$ cat config.mk
export PLATFORM = sky130hd
export DESIGN_NAME = video_timing_gen
export DESIGN_NICKNAME = d
export VERILOG_FILES = /design/src/rtl/video_timing_pkg.sv /design/src/rtl/vtg_counter.sv /design/src/rtl/video_timing_gen.sv
export SDC_FILE = /design/constraint.sdc
export NUM_CORES = 1
export LEC_CHECK = 0
export CAP_MARGIN = 10
export CORE_UTILIZATION = 40
export CTS_CLUSTER_DIAMETER = 40
export DETAILED_ROUTE_END_ITERATION = 7
export PLACE_DENSITY = 0.61
export SYNTH_ARGS = -nofsm -noshare
export SYNTH_HDL_FRONTEND = slang
export SYNTH_SLANG_ARGS = --single-unit
$ cat constraint.sdc
create_clock -name clk -period 4.6 [get_ports clk]
set_clock_uncertainty 0.15 [all_clocks]
set_input_delay 0.69 -clock clk [delete_from_list [all_inputs] [get_ports clk]]
set_output_delay 0.69 -clock clk [all_outputs]
set_load 0.01 [all_outputs]
$ cat src/rtl/video_timing_pkg.sv
// Video timing generator shared definitions: mode encodings, per-mode
// timing records and the mode-to-timing lookup.
package video_timing_pkg;

    localparam int unsigned HCNT_W = 11;
    localparam int unsigned VCNT_W = 10;

    typedef enum logic [1:0] {
        MODE_NTSC = 2'd0,
        MODE_PAL  = 2'd1,
        MODE_MONO = 2'd2,
        MODE_RSVD = 2'd3
    } vtg_mode_t;

    typedef struct packed {
        logic [HCNT_W-1:0] h_total;
        logic [HCNT_W-1:0] h_act;
        logic [HCNT_W-1:0] h_fp;
        logic [HCNT_W-1:0] h_sw;
        logic [VCNT_W-1:0] v_total;
        logic [VCNT_W-1:0] v_act;
        logic [VCNT_W-1:0] v_fp;
        logic [VCNT_W-1:0] v_sw;
    } vtg_timing_t;

    localparam vtg_timing_t TIMING_PAL = '{
        h_total: 11'd864, h_act: 11'd720, h_fp: 11'd12, h_sw: 11'd64,
        v_total: 10'd625, v_act: 10'd576, v_fp: 10'd5,  v_sw: 10'd5
    };

    localparam vtg_timing_t TIMING_NTSC = '{
        h_total: 11'd858, h_act: 11'd720, h_fp: 11'd16, h_sw: 11'd62,
        v_total: 10'd525, v_act: 10'd480, v_fp: 10'd9,  v_sw: 10'd6
    };

    localparam vtg_timing_t TIMING_MONO = '{
        h_total: 11'd800, h_act: 11'd640, h_fp: 11'd16, h_sw: 11'd96,
        v_total: 10'd525, v_act: 10'd480, v_fp: 10'd10, v_sw: 10'd2
    };

    // Reserved code falls back to PAL timing.
    function automatic vtg_timing_t mode_timing(input vtg_mode_t m);
        vtg_timing_t t;
        case (m)
            MODE_NTSC: t = TIMING_NTSC;
            MODE_MONO: t = TIMING_MONO;
            default:   t = TIMING_PAL;
        endcase
        return t;
    endfunction

    // Line the vertical counter parks on after reset: first blanking line.
    function automatic logic [VCNT_W-1:0] reset_vcnt(input vtg_mode_t m);
        vtg_timing_t t;
        t = mode_timing(m);
        return t.v_act;
    endfunction

endpackage

$ cat src/rtl/vtg_counter.sv
// Horizontal/vertical position counter pair with line/frame wrap,
// load-to-zero and a frame-wrap strobe.
module vtg_counter
    import video_timing_pkg::*;
(
    input  logic              clk,
    input  logic              reset,
    input  logic              i_load_zero,
    input  logic [HCNT_W-1:0] i_h_total,
    input  logic [VCNT_W-1:0] i_v_total,
    input  logic [VCNT_W-1:0] i_v_reset_val,
    output logic [HCNT_W-1:0] o_hcnt,
    output logic [VCNT_W-1:0] o_vcnt,
    output logic              o_frame_end
);

    logic [HCNT_W-1:0] r_hcnt;
    logic [VCNT_W-1:0] r_vcnt;
    logic              w_line_end;
    logic              w_frame_end;

    assign w_line_end  = (r_hcnt == (i_h_total - 11'd1));
    assign w_frame_end = w_line_end && (r_vcnt == (i_v_total - 10'd1));

    // Advance position; load-to-zero and natural frame wrap land on (0,0).
    always_ff @(posedge clk) begin
        if (reset) begin
            r_hcnt <= '0;
            r_vcnt <= i_v_reset_val;
        end else if (i_load_zero || w_frame_end) begin
            r_hcnt <= '0;
            r_vcnt <= '0;
        end else if (w_line_end) begin
            r_hcnt <= '0;
            r_vcnt <= r_vcnt + 10'd1;
        end else begin
            r_hcnt <= r_hcnt + 11'd1;
        end
    end

    assign o_hcnt      = r_hcnt;
    assign o_vcnt      = r_vcnt;
    assign o_frame_end = w_frame_end;

endmodule

$ cat src/rtl/video_timing_gen.sv
// Free-running PAL/NTSC/mono video timing generator with vreset realignment.
// Optional lock detector built when VTG_LOCK_DETECT_EN is defined.
module video_timing_gen
    import video_timing_pkg::*;
(
    input  logic              clk,
    input  logic              reset,
    input  logic [1:0]        mode,
    input  logic              vreset,
    output logic              hs,
    output logic              vs,
    output logic              de,
    output logic [HCNT_W-1:0] x,
    output logic [VCNT_W-1:0] y,
    output logic              sof
`ifdef VTG_LOCK_DETECT_EN
    ,
    output logic              locked
`endif
);

    vtg_mode_t         r_cur_mode;
    vtg_mode_t         w_mode_in;
    vtg_timing_t       w_tim;
    logic [HCNT_W-1:0] w_hcnt;
    logic [VCNT_W-1:0] w_vcnt;
    logic              w_frame_end;
    logic              w_resample;
    logic [HCNT_W-1:0] w_hs_start;
    logic [HCNT_W-1:0] w_hs_end;
    logic [VCNT_W-1:0] w_vs_start;
    logic [VCNT_W-1:0] w_vs_end;
    logic              w_de;
    logic              w_hs_n;
    logic              w_vs_n;
    logic              w_sof;

    assign w_mode_in  = vtg_mode_t'(mode);
    assign w_tim      = mode_timing(r_cur_mode);
    // Mode is only taken at a frame boundary, so counters and decode
    // switch timing set on the same edge that lands on (0,0).
    assign w_resample = vreset || w_frame_end;

    vtg_counter u_counter (
        .clk           (clk),
        .reset         (reset),
        .i_load_zero   (vreset),
        .i_h_total     (w_tim.h_total),
        .i_v_total     (w_tim.v_total),
        .i_v_reset_val (reset_vcnt(w_mode_in)),
        .o_hcnt        (w_hcnt),
        .o_vcnt        (w_vcnt),
        .o_frame_end   (w_frame_end)
    );

    // Latch the operating mode at reset, vreset or natural frame wrap.
    always_ff @(posedge clk) begin
        if (reset) begin
            r_cur_mode <= w_mode_in;
        end else if (w_resample) begin
            r_cur_mode <= w_mode_in;
        end
    end

    // Decode sync windows and active area from the current position.
    always_comb begin
        w_hs_start = w_tim.h_act + w_tim.h_fp;
        w_hs_end   = w_hs_start + w_tim.h_sw;
        w_vs_start = w_tim.v_act + w_tim.v_fp;
        w_vs_end   = w_vs_start + w_tim.v_sw;
        w_de       = (w_hcnt < w_tim.h_act) && (w_vcnt < w_tim.v_act);
        w_hs_n     = !((w_hcnt >= w_hs_start) && (w_hcnt < w_hs_end));
        w_vs_n     = !((w_vcnt >= w_vs_start) && (w_vcnt < w_vs_end));
        w_sof      = (w_hcnt == '0) && (w_vcnt == '0);
    end

    // Register all video outputs; coordinates are zeroed outside de.
    always_ff @(posedge clk) begin
        if (reset) begin
            hs  <= 1'b1;
            vs  <= 1'b1;
            de  <= 1'b0;
            x   <= '0;
            y   <= '0;
            sof <= 1'b0;
        end else begin
            hs  <= w_hs_n;
            vs  <= w_vs_n;
            de  <= w_de;
            x   <= w_de ? w_hcnt : '0;
            y   <= w_de ? w_vcnt : '0;
            sof <= w_sof;
        end
    end

`ifdef VTG_LOCK_DETECT_EN
    logic r_locked;

    // Lock when vreset coincides with the natural wrap; any mode change wins.
    always_ff @(posedge clk) begin
        if (reset) begin
            r_locked <= 1'b0;
        end else if (w_resample && (w_mode_in != r_cur_mode)) begin
            r_locked <= 1'b0;
        end else if (vreset) begin
            r_locked <= w_frame_end;
        end
    end

    assign locked = r_locked;
`endif

endmodule

==> summary.md <==
| Metric | Value |
|---|---|
| Area taken by multi-input logic gates | `~0.0013 mm²` |
| Relative slew slack | `roughly half` |
| Buf/Inv on CP | `3` |
| Wl on met1 | `2620 µm` |
| DR vias/cell | `just over 5` |
| Prevailing post-synth register cell | `dfxtp_1` |
| Number of synthesized flops with an enable pin | `12` |
| Crit Path Category | `flip-flop to flip-flop` |
| Mux contribution to synthesized area | `less than 1%` |
| CTS buffer count | `5` |
| Reg-to-reg critical path startpoint | `r_cur_mode[0]` |
| Final setup fails | `0` |
| Vias in the first global route | `~1600` |
| Min-delay worst type | `flip-flop to flip-flop` |
| Combinational share of power | `approximately an eighth` |
| CP top delay family | `simple AND/OR/NAND/NOR gates` |
| Gr usage total | `16.3%` |
| Sequential area share after synthesis | `a little over two fifths` |
| Core area | `around 0.006 mm²` |
| Startpoint Class | `flip-flop` |
| Routed len/inst | `between 10 and 15 µm` |
| Worst Max-Slew Pin Slew | `about 0.73 ns` |
| Drt first-iter violations | `141` |
| Htree depth | `2` |
| Internal | `between 0.6 and 0.7 mW` |
| Slew Viols, Final | `0` |
| Total power | `~0.9 mW` |
| Simple-gate share of the synthesized area | `between 20% and 30%` |
| Crit-path cells | `buf_4 -> or2_2 -> inv_1 -> ha_1 -> or3b_1 -> or4_4 -> o21ai_1 -> buf_4` |
| Part of the cycle the worst path needs | `between 70 and 80%` |
| Warning count from the yosys run | `0` |
| Die ar. | `roughly 0.0066 mm²` |
| Max-Cap Viols | `0` |
| Compound-Gate Fraction of Synth Area | `under 10%` |
| # fillers | `552` |
| Hold WS | `around 0.4 ns` |
| Area of the mapped netlist | `around 0.0025 mm²` |
| Initial core utilization | `42.0%` |
| DR DRC count | `0` |
| Crit. path cell count | `8` |
| CTS tree | `yes` |
| Die Y | `roughly 80 µm` |
| Area grow syn2layout | `19.2%` |
| FF-to-FF path depth | `8` |
| Post-route minimum period | `between 3 and 4 ns` |
| Clock power share | `between 30% and 40%` |
| Req. time, crit path | `approximately 4.5 ns` |
| Detailed Place HPWL | `3620 µm` |
| Slowest stage cell, crit path | `o21ai_1` |
| Largest family of logic cells by synthesized area | `simple AND/OR/NAND/NOR gates` |
| Hold Vio Cnt, Final | `0` |
| Share of flip-flops with an asynchronous set or reset | `0%` |
| Max clock buf depth | `2` |
| Post-Synth Adder-Cell Area | `14.9%` |
| Max incr delay on CP | `around 0.61 ns` |
| Die X-Extent | `81.4 µm` |
| WL met3 | `approximately 150 µm` |
| N_diodes | `0` |
| R2R Setup Slk | `roughly 1.3 ns` |
| Mean Syn Cell Area | `9.80 µm²` |
| Routed Antenna Nets | `0` |
| Uppermost routed layer | `met4` |
| Clk_lat worst skew | `around 0.30 ns` |
| Most common cell on crit path | `buf_4` |
| Reg area | `about 0.0011 mm²` |
| CTS sink cnt | `48` |
| Crit path max fanout | `15` |
| Xor/xnor share of the synthesized area | `between 5 and 6%` |
| Nets | `320` |
| # hold bufs at CTS | `0` |
| Clock-pin slew on the worst setup and hold paths | `about 0.09 ns` |
| Worst vdd ir | `around 0.00012 V` |
| Final TNS setup | `0 ns` |
| Cell count of the worst hold path | `1` |
| Leakage power | `roughly 1.2 nW` |
| Placer Congestion | `0.841` |
| CP Launch Point | `r_cur_mode[0]` |
| RSZ-0062 raised after global routing | `no` |
| Met2 WL | `between 2000 and 2500 µm` |
| Pin count of the biggest net entering global routing | `22` |
| Post-CTS setup buffer count | `0` |
| Distinct cells, synth | `45` |
| Layout cell share with drive strength beyond 1 | `under 10%` |
| Worst setup EP type | `flip-flop` |
| Initial antenna violation count | `0` |
| Reg power frac | `between 50% and 60%` |
| CTS-repair resized insts | `0` |
| I/O Pins | `30` |
| Vias | `between 1500 and 2000` |
| Cells after Synth | `between 200 and 300` |
| First-pass detailed-route iteration total | `4` |
| Number of synthesized register bits | `48` |
| Outcome | `completed` |
| CTS root buffer | `clkbuf_8` |
| Final WL | `between 4000 and 5000 µm` |
| Critical Path AT | `3.19 ns` |
| GRT Residual Overflow | `0` |
| HP Start | `u_counter.o_hcnt[0]` |
| Port bufs | `29` |
| PwrDens | `just over 300 mW/mm²` |
| Sw Share | `around a quarter` |
| # rows | `28` |
| Sw Pwr | `0.218 mW` |
| Highest clock rate | `approximately 300 MHz` |
| First-pass GRT wire length | `between 7000 and 8000 µm` |
power groups by stage:
stage / Sequential [mW] / Clock, mW / Combinational, mW
floorplan: 0.477 / 0 / 0.0684
global route: 0.473 / 0.357 / 0.125
finish: 0.470 / 0.335 / 0.110
global placement: 0.479 / 0 / 0.109
detailed placement: 0.480 / 0 / 0.110
CTS: 0.470 / 0.344 / 0.110
cells in the mapped netlist, types with 2 or more instances:
cell type / count / area share, %
a211o_1: 2 / 0.70
a211oi_1: 2 / 0.60
a21oi_1: 7 / 1.4
and2_1: 20 / 5.0
and3_1: 6 / 1.5
buf_2: 3 / 0.60
clkbuf_1: 8 / 1.2
conb_1: 2 / 0.30
dfxtp_1: 36 / 29
edfxtp_1: 12 / 14
ha_1: 30 / 15
inv_1: 16 / 2.4
nand2_1: 4 / 0.60
nand2b_1: 4 / 0.99
nand3_1: 13 / 2.6
nand4_1: 4 / 0.99
nand4b_1: 2 / 0.70
nor2_1: 23 / 3.4
nor2b_1: 3 / 0.75
nor3_1: 4 / 0.79
nor4_1: 2 / 0.50
nor4b_1: 3 / 1.0
nor4bb_1: 2 / 0.79
o21a_1: 4 / 1.2
o21ai_0: 5 / 0.99
o21ai_1: 3 / 0.60
o21bai_1: 2 / 0.60
o31ai_1: 2 / 0.60
or2_1: 2 / 0.50
xnor2_1: 6 / 2.1
xor2_1: 11 / 3.8
placed cells by master, fill, tap and decap left out, types with 3 or more instances in the layout:
cell type	instances
dfxtp_1	36
ha_1	30
clkdlybuf4s50_1	29
nor2_1	23
and2_1	20
inv_1	16
nand3_1	13
edfxtp_1	12
xor2_1	11
a21oi_1	7
clkbuf_8	7
and3_1	6
xnor2_1	6
nand2b_1	4
nand2_1	4
nand4_1	4
nor3_1	4
o21ai_1	4
o21ai_0	4
o21a_1	4
conb_1	4
nor4b_1	3
nor2b_1	3
buf_4	3
logic make-up after synthesis:
family | after synthesis
multiplexers | 1
adder cells (fa/ha/maj) | 30
other | 2
AO/OA/AOI/OAI | 33
flip-flops | 48
XOR/XNOR | 17
buffers and inverters | 29
AND/OR/NAND/NOR | 97
sequential cells by signal (all words and copies together) (netlist names):
name and cells:
u_counter.o_vcnt 10, u_counter.o_hcnt 11, hs 1, r_cur_mode 2, x 11, de 1
vs 1, y 10, sof 1
stage by stage:
step                util, %  instance area (µm²)  cells  worst slack, ns
finish                 50.1                 3000    361             1.28
global placement       48.0                 2880    353             1.30
CTS                    50.1                 3000    361             1.26
floorplan                 -                 2530    259             1.41
detailed placement     48.0                 2880    353             1.31
global route           50.1                 3000    361             1.05
routing by layer:
metal / track usage (%) / up-vias
li1: - / 943
met1: 23.8 / 861
met2: 24.2 / 28
met3: 3.03 / 6
met4: 4.82 / 0
met5: 0 / -
final cells by class:
class / count / area share [%]
clock buffer: 7 / 3.21
clock inverter: 1 / 1.00
inverter: 16 / 2.00
multi-input combinational: 182 / 44.2
sequential: 48 / 36.0
tap: 75 / 3.13
timing repair buffer: 32 / 10.4
worst paths after layout:
path / endpoint
worst min-delay path: u_counter.o_hcnt[0]
worst max register to register: u_counter.o_vcnt[7]
worst min register to register: u_counter.o_hcnt[0]
worst max-delay path: u_counter.o_vcnt[7]
Note: power is estimated with default switching activity, not from simulation.
